### src/rtl/arm_fetch_pkg.sv
// Shared widths, reset PC and the allocation-queue entry layout for the fetch sequencer.
package arm_fetch_pkg;

  localparam int unsigned ADDR_W = 32;
  localparam int unsigned INST_W = 32;
  localparam logic [ADDR_W-1:0] RESET_PC = '0;
  localparam logic [ADDR_W-1:0] PC_STEP = ADDR_W'(4);

  typedef struct packed {
    logic [ADDR_W-1:0] pc;
    logic [INST_W-1:0] inst;
    logic              filled;
  } fetch_entry_t;

  // Instructions are word aligned; the low byte-offset bits are dropped.
  function automatic logic [ADDR_W-1:0] align_pc(input logic [ADDR_W-1:0] addr);
    return addr & ~(ADDR_W'(3));
  endfunction

endpackage

### src/rtl/fetch_alloc_queue.sv
// DEPTH-entry ring: entries are allocated at request issue, filled in order as
// responses return and popped at the head by decode. Flush empties everything.
module fetch_alloc_queue
  import arm_fetch_pkg::*;
#(
  parameter int unsigned DEPTH = 4,
  localparam int unsigned PTR_W = $clog2(DEPTH),
  localparam int unsigned CNT_W = PTR_W + 1
) (
  input  logic              clk,
  input  logic              rst,
  input  logic              alloc_i,
  input  logic [ADDR_W-1:0] alloc_pc_i,
  input  logic              fill_i,
  input  logic [INST_W-1:0] fill_data_i,
  input  logic              pop_i,
  input  logic              flush_i,
  output logic              full_o,
  output logic [CNT_W-1:0]  pend_cnt_o,
  output logic              head_filled_o,
  output logic [INST_W-1:0] head_inst_o,
  output logic [ADDR_W-1:0] head_pc_o
);

  fetch_entry_t     ent_q [DEPTH];
  logic [PTR_W-1:0] head_q, head_d;
  logic [PTR_W-1:0] tail_q, tail_d;
  logic [PTR_W-1:0] fill_q, fill_d;
  logic [CNT_W-1:0] alloc_cnt_q, alloc_cnt_d;
  logic [CNT_W-1:0] pend_cnt_q, pend_cnt_d;
  logic [DEPTH-1:0] alloc_hit, fill_hit, pop_hit;
  logic             do_alloc, do_fill, do_pop;

  assign full_o        = (alloc_cnt_q == CNT_W'(DEPTH));
  assign pend_cnt_o    = pend_cnt_q;
  assign head_filled_o = ent_q[head_q].filled;
  assign head_inst_o   = ent_q[head_q].inst;
  assign head_pc_o     = ent_q[head_q].pc;

  // A response with nothing pending is a protocol violation and is dropped here.
  assign do_alloc = alloc_i & ~flush_i & ~full_o;
  assign do_fill  = fill_i & ~flush_i & (pend_cnt_q != '0);
  assign do_pop   = pop_i & ~flush_i & head_filled_o;

  for (genvar gi = 0; gi < DEPTH; gi++) begin : g_hit
    assign alloc_hit[gi] = do_alloc & (tail_q == PTR_W'(gi));
    assign fill_hit[gi]  = do_fill & (fill_q == PTR_W'(gi));
    assign pop_hit[gi]   = do_pop & (head_q == PTR_W'(gi));
  end

  always_comb begin
    head_d      = head_q;
    tail_d      = tail_q;
    fill_d      = fill_q;
    alloc_cnt_d = alloc_cnt_q;
    pend_cnt_d  = pend_cnt_q;
    if (flush_i) begin
      head_d      = '0;
      tail_d      = '0;
      fill_d      = '0;
      alloc_cnt_d = '0;
      pend_cnt_d  = '0;
    end else begin
      if (do_alloc) tail_d = tail_q + PTR_W'(1);
      if (do_fill)  fill_d = fill_q + PTR_W'(1);
      if (do_pop)   head_d = head_q + PTR_W'(1);
      alloc_cnt_d = alloc_cnt_q + CNT_W'(do_alloc) - CNT_W'(do_pop);
      pend_cnt_d  = pend_cnt_q + CNT_W'(do_alloc) - CNT_W'(do_fill);
    end
  end

  always_ff @(posedge clk) begin
    if (!rst) begin
      head_q      <= '0;
      tail_q      <= '0;
      fill_q      <= '0;
      alloc_cnt_q <= '0;
      pend_cnt_q  <= '0;
      for (int i = 0; i < DEPTH; i++) ent_q[i] <= '0;
    end else begin
      head_q      <= head_d;
      tail_q      <= tail_d;
      fill_q      <= fill_d;
      alloc_cnt_q <= alloc_cnt_d;
      pend_cnt_q  <= pend_cnt_d;
      for (int i = 0; i < DEPTH; i++) begin
        if (flush_i) begin
          ent_q[i].filled <= 1'b0;
        end else begin
          if (alloc_hit[i]) ent_q[i] <= '{pc: alloc_pc_i, inst: '0, filled: 1'b0};
          if (fill_hit[i]) begin
            ent_q[i].inst   <= fill_data_i;
            ent_q[i].filled <= 1'b1;
          end
          // Clearing on pop keeps a stale entry from looking valid once the ring drains.
          if (pop_hit[i]) ent_q[i].filled <= 1'b0;
        end
      end
    end
  end

endmodule

### src/rtl/fetch_controller.sv
// Instruction-fetch sequencer: issues in-order word reads, buffers them with their
// PCs and hands them to decode; a taken branch redirects and squashes the wrong path.
module fetch_controller
  import arm_fetch_pkg::*;
#(
  parameter int unsigned DEPTH = 4,
  localparam int unsigned DISC_W = $clog2(DEPTH) + 1
) (
  input  logic              clk,
  input  logic              rst,
  output logic              imem_req,
  output logic [ADDR_W-1:0] imem_addr,
  input  logic              imem_gnt,
  input  logic              imem_rvalid,
  input  logic [INST_W-1:0] imem_rdata,
  output logic              inst_valid,
  output logic [INST_W-1:0] inst,
  output logic [ADDR_W-1:0] inst_pc,
  input  logic              inst_ready,
  input  logic              branch_taken,
  input  logic [ADDR_W-1:0] branch_addr
);

  logic [ADDR_W-1:0] fetch_pc_q, fetch_pc_d;
  logic [DISC_W-1:0] discard_cnt_q, discard_cnt_d;
  logic [DISC_W-1:0] pend_cnt;
  logic              q_full, head_filled;
  logic              issue, drop_rsp, fill_rsp, pop;

  assign imem_req   = rst & ~branch_taken & ~q_full;
  assign imem_addr  = fetch_pc_q;
  assign issue      = imem_req & imem_gnt;
  assign inst_valid = head_filled & ~branch_taken;
  assign pop        = inst_valid & inst_ready;

  // Responses belonging to squashed requests are consumed before any new-path data.
  assign drop_rsp = imem_rvalid & (discard_cnt_q != '0);
  assign fill_rsp = imem_rvalid & (discard_cnt_q == '0);

  always_comb begin
    fetch_pc_d    = fetch_pc_q;
    discard_cnt_d = discard_cnt_q - DISC_W'(drop_rsp);
    if (branch_taken) begin
      fetch_pc_d = align_pc(branch_addr);
      // Everything issued but not yet returned (after this cycle's response) becomes junk.
      if (fill_rsp && pend_cnt != '0) begin
        discard_cnt_d = discard_cnt_q + pend_cnt - DISC_W'(1);
      end else begin
        discard_cnt_d = discard_cnt_q - DISC_W'(drop_rsp) + pend_cnt;
      end
    end else if (issue) begin
      fetch_pc_d = fetch_pc_q + PC_STEP;
    end
  end

  always_ff @(posedge clk) begin
    if (!rst) begin
      fetch_pc_q    <= RESET_PC;
      discard_cnt_q <= '0;
    end else begin
      fetch_pc_q    <= fetch_pc_d;
      discard_cnt_q <= discard_cnt_d;
    end
  end

  fetch_alloc_queue #(
    .DEPTH(DEPTH)
  ) u_queue (
    .clk          (clk),
    .rst          (rst),
    .alloc_i      (issue),
    .alloc_pc_i   (fetch_pc_q),
    .fill_i       (fill_rsp),
    .fill_data_i  (imem_rdata),
    .pop_i        (pop),
    .flush_i      (branch_taken),
    .full_o       (q_full),
    .pend_cnt_o   (pend_cnt),
    .head_filled_o(head_filled),
    .head_inst_o  (inst),
    .head_pc_o    (inst_pc)
  );

endmodule

### config.mk
export PLATFORM = sky130hd
export DESIGN_NAME = fetch_controller
export DESIGN_NICKNAME = d
export VERILOG_FILES = /design/src/rtl/arm_fetch_pkg.sv /design/src/rtl/fetch_alloc_queue.sv /design/src/rtl/fetch_controller.sv
export SDC_FILE = /design/constraint.sdc
export NUM_CORES = 1
export LEC_CHECK = 0
export CORE_ASPECT_RATIO = 0.8
export CORE_UTILIZATION = 40
export CTS_CLUSTER_DIAMETER = 150
export DETAILED_ROUTE_END_ITERATION = 8
export MAX_ROUTING_LAYER = met4
export SYNTH_ARGS = -nofsm -noshare
export SYNTH_HDL_FRONTEND = slang
export SYNTH_SLANG_ARGS = --single-unit
### constraint.sdc
create_clock -name clk -period 3 [get_ports clk]
set_input_delay 0.6 -clock clk [delete_from_list [all_inputs] [get_ports clk]]
set_output_delay 0.6 -clock clk [all_outputs]
set_load 0.02 [all_outputs]
; Word-level counts from Yosys, hierarchy flattened
; Memories as Yosys holds them, arrays and structs flattened. A register that Yosys moved wholly into a read port is not among the register bits.
; Cells that the tools add are included.
[word_totals]
mem_count = 1
output_inout_bits = 98
ram_bits = 260
ff_bits = 47
input_bits = 70
[mem_list]
columns = memory, depth, word_bits, read_ports, rd_clocked_by_memory_dff, write_ports, line_no
row1 = u_queue.ent_q, 4, 65, 1, 1, 4, fetch_alloc_queue.sv:25  ; fetch_entry_t ent_q [DEPTH];
[classes]
muxes = 82
n_eq_ne = 10
n_addsub = 12
n_reduce_logical = 9
n_bitwise = 52
[op_table]
columns = op, n
row1 = two-way mux 64 bit, 4
row2 = two-way mux 32 bit, 6
row3 = two-way mux 1 bit, 68
row4 = "adder 32 x 3 -> 32 bit, second input constant", 1
row5 = AND 1 bit, 25
row6 = OR 1 bit, 24
row7 = "equality test 2 bit, second input constant", 6
row8 = subtractor 3 x 1 -> 3 bit, 3
row9 = "adder 2 x 1 -> 2 bit, second input constant", 3
row10 = adder 3 x 1 -> 3 bit, 2
row11 = adder 3 bit, 2
row12 = "equality test 2 x 1 -> 1 bit, second input constant", 3
row13 = logical NOT 2 bit, 3
row14 = two-way mux 3 bit, 2
row15 = nonzero test 3 bit, 2
row16 = two-way mux 2 bit, 2
row17 = "equality test 3 bit, second input constant", 1
row18 = logical NOT 3 bit, 1
row19 = inverter 1 bit, 3
row20 = "subtractor 3 x 1 -> 3 bit, second input constant", 1
row21 = nonzero test 2 bit, 1
row22 = OR reduction 2 bit, 1
row23 = logical AND 1 bit, 1

; Longest topological paths before layout
[depth]
depth_word = 14
depth_mapped = 12
depth_no_buf = 12

; Modules after synthesis
; Synthesis repeated with hierarchy kept, for this count alone.
[unflattened]
cells_unflattened = 1012
area_unflattened_um2 = 14132.3
[by_module_without_submodules]
columns = mod, area_each_um2, cells_per_inst, n_inst
row1 = fetch_alloc_queue, 12109.1, 754, 1
row2 = fetch_controller, 2023.2, 258, 1

; Least setup slack after synthesis
; Ideal clock, no wire load.
[synth_path]
kind = input to register
start = input branch_taken
end = memory u_queue.ent_q[3][10] (netlist name), enable pin
path_buffers = 2
t_arrival_ns = 2.383
path_stages = 7
slack_ns = 0.222
cell_sequence = clkbuf_1 -> nor2_4 -> nand3_1 -> inv_2 -> clkbuf_1 -> nand2_1 -> nand3_1
[synth_rtl]
columns = item, line_no
row1 = from (decl), fetch_controller.sv:20  ; input logic branch_taken,
row2 = to (decl), fetch_alloc_queue.sv:25

==> results_dict.tcl <==
set metrics [dict create \
    synth_commonest_cells "252 x edfxtp_1, 139 x and2_1, 124 x and3_1" \
    critical_path_class "reg -> out" \
    first_iter_violations 689 \
    cts_buffer_depth 3 \
    maxCapViolations 0 \
    syn_avg_cell_area_um2 13.9 \
    post_synth_and_or_nand_nor_area_fraction_pct 17.0 \
    place.gp.congestion 0.787 \
    die-area_um2 35500 \
    cts.sinks 299 \
    startpoint_type "flip-flop" \
    synth_cells 998 \
    insertion_delay_ns 0.50 \
    netlist_area_um2 13900 \
    ir_drop_uv 311 \
    powerDensity_nw_per_um2 571 \
    rsz0062_at_grt "yes" \
    worst_pin_slew_ns 0.594 \
    top_layer_used "met4" \
    drc 0 \
    synth_fa_ha_area_share_pct 2.50 \
    r2r-end "u_queue.alloc_cnt_q[2]" \
    whs_endpoint "u_queue.tail_q[1]" \
    die_w_um 211 \
    power_mw 9.88 \
    postLayoutCellArea_um2 17300 \
    cp.required_ns 2.40 \
    antenna_found_initial 0 \
    post-route-min-period_ns 2.96 \
    period_share_pct 98.7 \
    vias_per_cell 5.20 \
    post_cts_buffers 0 \
    final_layout_size_suffix_gt1_share_pct 14.1 \
    relSlewSlack_pct 60.3 \
    fmax_ghz 0.338 \
    synth_compound_gate_area_share_pct 2.72 \
    p_leak_nw 6.62 \
    ys_top_cells_by_area "edfxtp_1 54%, mux4_2 10%, dfxtp_1 6.8%" \
    synth_flop_cell "edfxtp_1" \
    fill_cells 2906 \
    yosysTopAreaCellShare_pct 54.4 \
    slew_violations 0 \
    synth_cell_types 52 \
    synth.largest_area_cell "edfxtp_1" \
    setup-violations-final 0 \
    grt_first_pass_wirelength_mm 52.1 \
    antenna-diode-count 0 \
    cts_tree "done" \
    ys_ff_latch 299 \
    dr.pass1.iters 5 \
    area_growth_pct 24.3 \
    wl_mm 34.1 \
    hpwl_mm 20.7 \
    ys_warn_count 0 \
    async_flop_share_pct 0 \
    arrival_ns 2.36 \
    grt_pass1_vias 8850 \
    hold_path_class "reg -> reg" \
    dieHeight_um 169 \
    wl_met3_mm 1.73 \
    portBuffers 161 \
    root_buffer "clkbuf_16" \
    min-delay-start "u_queue.tail_q[1]" \
    cp-end-kind "output pin" \
    cts_max_level 2 \
    detailed_place.area_um2 16200 \
    initial_core_util_pct 41.0 \
    grt_max_degree 117 \
    ys_seq_area_share_pct 61.2 \
    synth_top_family_by_area "simple AND/OR/NAND/NOR gates" \
    routedWlPerCell_um 20.8 \
    r2r_cells 9 \
    cp_max_fo 21 \
    status "complete, no violations" \
    pin_count 168 \
    finalHoldViolCount 0 \
    num_rows 60 \
    nets 1252 \
    wl_met1_mm 16.4 \
    synth-xor-area-share_pct 2.39 \
    met2_length_mm 15.6 \
    ant_nets 0 \
    synth.area.mux_share_pct 10.6 \
    core_area_um2 33900 \
    grt.total_usage_pct 20.0 \
    synth_edf_count 252 \
    min_delay_path_depth 2 \
    route.vias.total 8535 \
    cts_inserted_buffers 34 \
    final.setup_skew_ns 0.00849 \
    r2r_slack_ns 0.35 \
    yosysMostFrequentCell "edfxtp_1" \
    grt-ovfl-total 0 \
    clkTransAtPathRegs_ns 0.06 \
]
-- through the flow --
stage / setup WS [ns] / util (%) / hold WS (ns) / std cells / TNS, ns
floorplan: 0.222 / - / 0.466 / 1001 / 0
global placement: 0.121 / 47.6 / 0.486 / 1584 / 0
detailed placement: 0.0972 / 47.6 / 0.497 / 1584 / 0
CTS: -0.0148 / 50.9 / 0.504 / 1641 / -0.0270
global route: -0.0416 / 51.0 / 0.538 / 1641 / -0.105
finish: 0.0388 / 51.0 / 0.501 / 1641 / 0
-- worst max-delay path: stages (launching register included) --
cell and delay, ns:
dfxtp_4 0.42, bufbuf_16 0.38, mux4_2 0.51, clkdlybuf4s50_1 0.55
-- final cells by class --
type / instances / area, um2 / area share, %
Multi-Input combinational cell: 595 / 4910 / 28.4
Timing Repair Buffer: 201 / 2080 / 12.0
Tap cell: 465 / 582 / 3.36
Inverter: 25 / 93.8 / 0.543
Clock inverter: 15 / 169 / 0.977
Sequential cell: 299 / 8510 / 49.2
Clock buffer: 41 / 941 / 5.44
-- report_power, final --
group | switching [mW] | internal (mW)
Sequential | 0.119 | 4.67
Combinational | 0.485 | 0.411
Clock | 1.63 | 2.56
-- logic make-up (layout without fill, tap and decap cells) --
logic type / Yosys count / in the layout
other cells: 1 / 4
fa+ha+maj: 26 / 26
simple gates: 392 / 392
compound gates: 67 / 67
xor+xnor: 38 / 38
buf+inv: 107 / 282
mux: 68 / 68
flops: 299 / 299
-- metal layers --
metal / vias up / global-route usage (%)
met2: 231 / 29.9
li1: 4030 / -
met4: 0 / 4.60
met1: 4242 / 29.0
met3: 32 / 2.97
met5: - / -
-- layout by cell type, fill, tap and decap left out, types with 24 or more instances in the layout --
| cell | Yosys | layout |
|---|---|---|
| edfxtp_1 | 252 | 252 |
| clkdlybuf4s50_1 | 0 | 142 |
| and2_1 | 139 | 139 |
| and3_1 | 124 | 124 |
| mux4_2 | 63 | 63 |
| dfxtp_1 | 47 | 45 |
| clkbuf_16 | 0 | 37 |
| nand2_1 | 35 | 35 |
| buf_4 | 5 | 26 |
| nor2_1 | 24 | 24 |
-- how the worst max path moves through the flow --
stage / start / end / cells past startpoint
after floorplan: branch_taken / u_queue.ent_q[3][10] / 7
after global placement: imem_rvalid / discard_cnt_q[2] / 12
after detailed placement: imem_rvalid / discard_cnt_q[2] / 10
after CTS: flip-flop / inst[12] / 3
after global routing: flip-flop / inst[13] / 3
final: flip-flop / inst[13] / 3
-- repair_timing --
| item | CTS | global route |
|---|---|---|
| setup endpoints to repair | 45 | 6 |
| resized for setup | 21 | 1 |
| cloned | 1 | 0 |
| hold endpoints to repair | 0 | 0 |
| hold buffers | 0 | 0 |
| pin swaps | 0 | 0 |
-- state kept, by name, summed over array words and instances (netlist names), named ones only --
register,cells
u_queue.ent_q,252
u_queue.pend_cnt_o,3
imem_addr,30
discard_cnt_q,3
u_queue.head_q,2
u_queue.tail_q,2
u_queue.fill_q,2
u_queue.alloc_cnt_q,3
No activity file was read; power rests on OpenSTA's default activity.
